### src/rtl/multiplier_4_bit_unsigned.sv
// Signed 5-bit x 5-bit magnitude multiplier: sign/magnitude split, 4x4 shift-and-add core, registered 9-bit product.
// Define MULTIPLIER_4_BIT_UNSIGNED_IN_REG_EN to add an operand register stage (latency 2 instead of 1).
module multiplier_4_bit_unsigned (
   input  logic       i_clk,
   input  logic       i_rst_n,
   input  logic [4:0] i_au,
   input  logic [4:0] i_bu,
   output logic [8:0] o_fu
);

   logic [4:0] a_op;
   logic [4:0] b_op;
   logic       sign;
   logic [3:0] mag_a;
   logic [3:0] mag_b;
   logic [7:0] mag_p;
   logic [8:0] prod_c;

   // Absolute value in 4 bits; -16 has no 4-bit magnitude and saturates to 15.
   function automatic logic [3:0] mag_of(input logic [4:0] x);
      if (!x[4])
         return x[3:0];
      else if (x[3:0] == 4'd0)
         return 4'd15;
      else
         return ~x[3:0] + 4'd1;
   endfunction

`ifdef MULTIPLIER_4_BIT_UNSIGNED_IN_REG_EN
   // NOTE: the reset clears only these few flops and the output register; every stage
   // is reset so no stale product can surface after release.
   always_ff @(posedge i_clk or negedge i_rst_n) begin
      if (!i_rst_n) begin
         a_op <= '0;
         b_op <= '0;
      end else begin
         // NOTE: non-blocking assignments so every stage samples the pre-edge value.
         a_op <= i_au;
         b_op <= i_bu;
      end
   end
`else
   assign a_op = i_au;
   assign b_op = i_bu;
`endif

   assign sign  = a_op[4] ^ b_op[4];
   assign mag_a = mag_of(a_op);
   assign mag_b = mag_of(b_op);

   always_comb begin
      // NOTE: default first so the loop cannot leave mag_p unassigned (no latch).
      mag_p = '0;
      for (int i = 0; i < 4; i++) begin
         if (mag_b[i])
            mag_p = mag_p + ({4'd0, mag_a} << i);
      end
   end

   // A zero magnitude never takes the negate path, so there is no negative zero.
   always_comb begin
      prod_c = {1'b0, mag_p};
      if (sign && (mag_p != 8'd0))
         prod_c = ~{1'b0, mag_p} + 9'd1;
   end

   always_ff @(posedge i_clk or negedge i_rst_n) begin
      if (!i_rst_n)
         o_fu <= '0;
      else
         o_fu <= prod_c;
   end

endmodule

### config.mk
export PLATFORM = sky130hd
export DESIGN_NAME = multiplier_4_bit_unsigned
export DESIGN_NICKNAME = d
export VERILOG_FILES = /design/src/rtl/multiplier_4_bit_unsigned.sv
export SDC_FILE = /design/constraint.sdc
export NUM_CORES = 1
export LEC_CHECK = 0
export ABC_AREA = 1
export CAP_MARGIN = 20
export CORE_MARGIN = 2
export CORE_UTILIZATION = 55
export DETAILED_ROUTE_END_ITERATION = 8
export MAX_ROUTING_LAYER = met4
export PLACE_DENSITY = 0.81
export SKIP_LAST_GASP = 1
export SYNTH_ARGS = -nofsm -noshare
export SYNTH_HDL_FRONTEND = slang
export SYNTH_SLANG_ARGS = --single-unit
### constraint.sdc
create_clock -name i_clk -period 0.94 [get_ports i_clk]
set_input_delay 0.188 -clock i_clk [delete_from_list [all_inputs] [get_ports i_clk]]
set_output_delay 0.188 -clock i_clk [all_outputs]
set_load 0.02 [all_outputs]
==> metrics, run 1 <==
CTS Buf Count=3; CTS Buffer Depth=2; last worst endpoint in the global-route repair_timing=o_fu[7]$_DFF_PN0_/D; Yosys warnings=0; post-synth top area share=0.1875; status=aborted with a tool error; clock sink count=9; largest net degree at the start of global routing=11; Root Buffer=clkbuf_4; Synth area leaders=nand2_1 19%, dfrtp_1 17%, ha_1 13%; Post-DP HPWL=3399 µm; H-tree depth=1; Die Ht=53.75 µm; Yosys reg bits=9; Synth cell types=30; PortBufs=20; ys flop type=dfrtp_1; fraction of the yosys area taken by sequential cells=0.1654; Mapped Avg Cell Area=6.452 µm²; Post-synth EDFFs=0; Post-Syn Instances=211; Exit stage=global routing (5_1_grt); net count after synthesis=240; initial core utilization=0.5649; Synth area leader=nand2_1; Placer Congestion=0.9283; Die X=53.75 µm; # placed instances=314; worst endpoint type=register input; First Err=[ERROR DPL-0038] Utilization greater than 100%, impossible to legalize; # rows=18; hold-fix buffers at CTS=0; num ports=21; asr flop ratio synth=1.000; mapped cell area=1361 µm²
synth_stat cells, drive strengths merged, types with 2 or more instances:
master  count
nand2      77
inv        34
nand3      18
nor2       15
ha         14
o21ai      10
dfrtp       9
xor2        7
a21oi       6
nand4       6
or2         5
fa          3
a21boi      2
buf         2
stage by stage:
step,area [µm²],setup slack (ps),TNS (ps)
after CTS,2354,-2987,-23850
after floorplan,1438,-3262,-25810
after global placement,2069,-3899,-32990
after detailed placement,2069,-4121,-34680
kinds of logic after synthesis:
group,count (synthesis),share of synthesized area
xor gates and xnor gates,8,0.05147
DFF,9,0.1654
and+or+nand+nor,121,0.4017
AOI/OAI and AO/OA,20,0.1011
buffers and inverters,36,0.1075
adders and majority gates,17,0.1728
repair_timing:
action / CTS
pin swaps: 36
buffers inserted: 17
gates resized for setup: 117
setup endpoints to repair: 18
==> run 2: changes to the inputs <==
CORE_AREA = 2 2 63 65   (was default)
CORE_MARGIN = default   (was 2)
CORE_UTILIZATION = default   (was 55)
DIE_AREA = 0 0 65 67   (was default)
MAX_ROUTING_LAYER = default   (was met4)
PLACE_DENSITY = default   (was 0.81)
PLACE_DENSITY_LB_ADDON = 0.15   (was default)
==> metrics, run 2 <==
most frequent cells in the layout=104 x buf_4, 57 x nand2_1, 21 x inv_1, 15 x nand2_2, 15 x nand3_1; finished layout cell area=2658 µm²; DP Area=2092 µm²; Mapped Avg Cell Area=6.452 µm²; critical path type=input port to register; smallest setup slack after layout=-3274 ps; # diodes=0; asr flop ratio synth=1.000; failing checks=negative setup slack; drt pass-1 iters=4; Synth area leaders=nand2_1 19%, dfrtp_1 17%, ha_1 13%; mapped cell area=1361 µm²; post-synth top area share=0.1875; Yosys reg bits=9; DP Worst Slack=-4042 ps; Post-Syn Instances=211; Placer Congestion=0.7862; area grow syn2layout=95.22%; Post-DP HPWL=2828 µm; critical path endpoint category=register; antenna violations before repair=0; Final setup viols=9; synth cell count leaders=68 x nand2_1, 30 x inv_1, 17 x nand3_1; Hold Path Class=input port to async pin; Power Total=0.003897 W; Largest regs=o_fu (9); Largest register FFs=9; Final min period=4214 ps; Final period util=4.483; All-Layer GR Usage=0.2310; most numerous cell in the Yosys netlist=nand2_1; net count after synthesis=240; fmax=0.2373 GHz; Root Buffer=clkbuf_8; Hold Fails Final Rpt=0; Biggest register=o_fu; core area=3606 µm²; Max Cap Viol=0; first-pass GRT wire length=7866 µm; crit path DAT=4370 ps; num ports=21; Power Density=1466 nW/µm²; TNS Setup=-25940 ps; CTS Buf Count=3; post-detailed-route count of antenna-violating nets=0; final count of pins violating max slew=0; fraction of the yosys area taken by sequential cells=0.1654; vias in the first global route=1823; clock sink count=9; CTS tree=done; Die Ht=67 µm; Worst-Margin Slew=345.2 ps; commonest non-fill, non-tap cell in the layout=buf_4; Worst EP required=1100 ps; Overflow after GRT=0; initial DRC count=89; WL per Instance=13.03 µm; Via density=4.781; max_slew headroom=0.7678; Worst setup SP type=input port; Post-synth EDFFs=0; Yosys warnings=0; Synth cell types=30; Die X=65 µm; maximum vdd drop=0.0005684 V; clk slew on worst S/H paths=40 ps; final wirelength=5055 µm; Synth area leader=nand2_1; ys flop type=dfrtp_1; vias=1855; status=finished with violations; layout cells sized above 1=0.5471; initial core utilization=0.3775; Leakage=1.461 nW; drt drc=0; Post-layout nets=370; PortBufs=20; # rows=22; H-tree depth=1; largest net degree at the start of global routing=11; CTS Buffer Depth=2; RSZ-0062 raised after global routing=true; Die Footprint=4355 µm²; Worst Path Max Fanout=8; hold-fix buffers at CTS=0
## run 2: cell counts after synthesis
No cell type changed its count.
## run 2: layout make-up
type                            count  area [µm²]
Clock buffer                        4       45.04
Fill cell                         267       948.4
Inverter                           34       150.1
Multi-Input combinational cell    166        1192
Sequential cell                     9       225.2
Tap cell                           48       60.06
Timing Repair Buffer              127       984.7
## run 2: power breakdown
| part | total [W] | leakage, nW | internal [W] | switching [W] |
|---|---|---|---|---|
| clock network | 0.000440 | 0.0228 | 0.000295 | 0.000145 |
| registers | 0.000523 | 0.108 | 0.000499 | 0.0000236 |
| logic | 0.00293 | 1.33 | 0.00143 | 0.00150 |
| total | 0.00390 | 1.46 | 0.00223 | 0.00167 |
## run 2: critical path, cell delays in order
cell and delay, ps:
buf_8 110, inv_12 40, ha_4 130, nand4_1 110, buf_4 170, o21ai_4 60, nand2_2 90, inv_2 80
ha_4 140, fa_1 460, o21a_1 240, ha_4 180, fa_1 430, or2_1 230, nand2_2 90, inv_2 50
ha_4 160, fa_2 340, xor2_1 160, or2_1 240, nand2_2 120, nand3_4 110, o21ai_4 270, nand2_1 80
o21ai_1 80
## run 2: worst paths after layout
path                                     end  slack, ps     from  cells past startpoint
max in group asynchronous  o_fu[6]$_DFF_PN0_        560  i_rst_n                      2
min in group i_clk         o_fu[0]$_DFF_PN0_        670  i_au[0]                      8
max                        o_fu[3]$_DFF_PN0_      -3270  i_au[0]                     25
min                        o_fu[1]$_DFF_PN0_        240  i_rst_n                      2
## run 2: stage by stage
stage	hold slack, ps	utilization	instances
floorplan	-107.6	-	211
global placement	481.6	0.5802	332
detailed placement	481.0	0.5802	332
CTS	250.2	0.7033	382
global route	269.2	0.7370	388
finish	245.0	0.7370	388
## run 2: what timing repair did
item                                    in CTS  in global routing
setup buffers                               46                  9
pin swaps                                   27                 20
gates resized for setup                     93                 25
endpoints found under the setup margin      18                 11
gates cloned                                 0                  0
## run 2: per-layer routing
metal	part of all wire	track usage	wire (µm)
met3	0.034	0.01351	171
met4	0.045	0.1064	230
met5	0	0	0
met1	0.42	0.2497	2100
met2	0.51	0.4549	2553
## run 2: cells by family (layout without fill, tap and decap cells)
| logic type | after synthesis | after routing | share of synthesized area |
|---|---|---|---|
| xor+xnor | 8 | 8 | 0.05147 |
| simple gates | 121 | 121 | 0.4017 |
| flops | 9 | 9 | 0.1654 |
| buf+inv | 36 | 165 | 0.1075 |
| fa+ha+maj | 17 | 17 | 0.1728 |
| compound gates | 20 | 20 | 0.1011 |
No activity file was read; power rests on OpenSTA's default activity.
==> run 3: changes to the inputs <==
ABC_AREA = default   (was 1)
SKIP_LAST_GASP = default   (was 1)
==> metrics, run 3 <==
# placed instances=263; TNS Setup=-24590 ps; Post-synth EDFFs=0; DP Area=2090 µm²; Mapped Avg Cell Area=9.208 µm²; Post-DP HPWL=3166 µm; drt pass-1 iters=4; fraction of the yosys area taken by sequential cells=0.1722; RSZ-0062 raised after global routing=true; Die Footprint=4355 µm²; clk slew on worst S/H paths=50 ps; CTS Buffer Depth=2; H-tree depth=1; cells along the critical path=buf_12 -> inv_12 -> ha_4 -> and4bb_4 -> a211oi_4 -> nor2_2 -> ha_4 -> fa_2 -> o21ai_2 -> o21ai_2 -> ha_4 -> fa_2 -> or2_4 -> and2_4 -> ha_4 -> fa_2 -> a21o_1 -> a21o_1 -> nor3_2 -> o211ai_2 -> buf_4 -> o221ai_2 -> xnor2_1; Die Ht=67 µm; final wirelength=4040 µm; initial core utilization=0.3626; CP peak stage delay=540 ps; Final setup viols=9; status=finished with violations; # rows=22; largest net degree at the start of global routing=10; CP max stage cell=fa_2; Clk pwr share=0.108; Die X=65 µm; Hold Fails Final Rpt=0; P_int=0.002574 W; antenna violations before repair=0; synth cell count leaders=14 x ha_1, 14 x inv_1, 11 x a21oi_1; Largest register FFs=9; layout cells sized above 1=0.6468; # diodes=0; Post-layout nets=265; asr flop ratio synth=1.000; PortBufs=20; core area=3606 µm²; Max Cap Viol=0; Seq pwr share=0.136; Hold Slack=262.1 ps; Leakage=1.122 nW; Register Area=225.2 µm²; smallest setup slack after layout=-3406 ps; Biggest register=o_fu; Overflow after GRT=0; Yosys reg bits=9; most frequent cells in the layout=67 x buf_4, 15 x buf_6, 9 x dfrtp_1, 7 x ha_4, 7 x ha_1; finished layout cell area=2421 µm²; Yosys warnings=0; fmax=0.2301 GHz; multi-input combinational cell area=1264 µm²; CTS Buf Count=3; Worst-Margin Slew=431.9 ps; Final Util=0.6714; CTS tree=done; Worst setup SP type=input port; final count of pins violating max slew=0; logic gate share of total power=0.756; crit path DAT=4460 ps; first-pass GRT wire length=6713 µm; All-Layer GR Usage=0.2006; Power Density=1756 nW/µm²; post-synth top area share=0.1722; Largest regs=o_fu (9); commonest non-fill, non-tap cell in the layout=buf_4; clock sink count=9; most frequent CP cell=ha_4; Hold Path Class=input port to async pin; mapped cell area=1308 µm²; critical path endpoint category=register; num ports=21; post-detailed-route count of antenna-violating nets=0; Final min period=4346 ps; Worst Path Max Fanout=3; Placer Congestion=0.8177; ys flop type=dfrtp_1; final cell count without fillers=283; Worst EP required=1060 ps; area grow syn2layout=85.17%; WL per Instance=14.28 µm; Root Buffer=clkbuf_8; vias=1465; Final period util=4.623; Synth area leaders=dfrtp_1 17%, ha_1 13%, xnor2_1 5.4%; Post-Syn Instances=142; critical path type=input port to register; net switching power=0.001677 W; failing checks=negative setup slack; Via density=5.177; Filler cells=283; net count after synthesis=171; switching share of power=0.3945; maximum vdd drop=0.0008988 V; Synth cell types=47; Synth area leader=dfrtp_1; initial DRC count=26; drt drc=0; vias in the first global route=1541; hold-fix buffers at CTS=0; max_slew headroom=0.7112
==> run 3: worst paths after layout <==
kind / start / endpoint / slack, ps / cells past startpoint
setup / recovery: i_au[1] / o_fu[5]$_DFF_PN0_ / -3410 / 23
min in group i_clk: i_au[4] / o_fu[2]$_DFF_PN0_ / 560 / 5
max in group asynchronous: i_rst_n / o_fu[2]$_DFF_PN0_ / 380 / 1
hold / removal: i_rst_n / o_fu[3]$_DFF_PN0_ / 260 / 1
==> run 3: stage by stage <==
stage          total power, W  setup slack [ps]
2_1_floorplan        0.002177             -3381
3_3_place_gp         0.003210             -4199
3_5_place_dp         0.003295             -4343
4_1_cts              0.004074             -3504
5_1_grt              0.004527             -3570
6_report             0.004250             -3406
==> run 3: routing by layer <==
metal / vias to the layer above / part of all wire / routed length (µm) / track usage
li1: 712 / - / - / -
met1: 707 / 0.38 / 1549 / 0.2059
met2: 34 / 0.56 / 2258 / 0.4085
met3: 12 / 0.026 / 107 / 0.01858
met4: 0 / 0.031 / 125 / 0.08245
met5: - / 0 / 0 / 0
==> run 3: cell type report <==
class                           instances  share of cell area
Clock buffer                            4             0.01860
Tap cell                               48             0.02481
Sequential cell                         9             0.09302
Timing Repair Buffer                   92              0.3127
Inverter                               14             0.02894
Multi-Input combinational cell        116              0.5220
==> run 3: logic make-up (layout without fill, tap and decap cells) <==
kind of cell,Yosys count,in the layout,synth area share
adder cells (fa/ha/maj),17,17,0.1799
XOR/XNOR,12,12,0.08038
multiplexers,7,7,0.07081
AO/OA/AOI/OAI,48,48,0.2766
flip-flops,9,9,0.1723
AND/OR/NAND/NOR,32,32,0.1541
buffers and inverters,17,110,0.06603
==> run 3: what timing repair did <==
action,CTS,global route
resized for setup,104,25
buffers inserted,9,7
endpoints found under the setup margin,18,15
pin swaps,24,22
==> run 3: power by group through the flow <==
stage	clock, W	combinational [W]	sequential [W]
after floorplan	0	0.00144	0.000741
after global placement	0	0.00265	0.000559
after detailed placement	0	0.00273	0.000563
after CTS	0.000466	0.00305	0.000559
after global routing	0.000484	0.00345	0.000592
final	0.000458	0.00321	0.000579
==> run 3: worst max-delay path: cells and delay by family <==
family	cells	cell delay (ps)
adder cells (fa/ha/maj)	7	1970
AND/OR/NAND/NOR	5	920
XOR/XNOR	1	90
buffers and inverters	3	290
AO/OA/AOI/OAI	7	1000
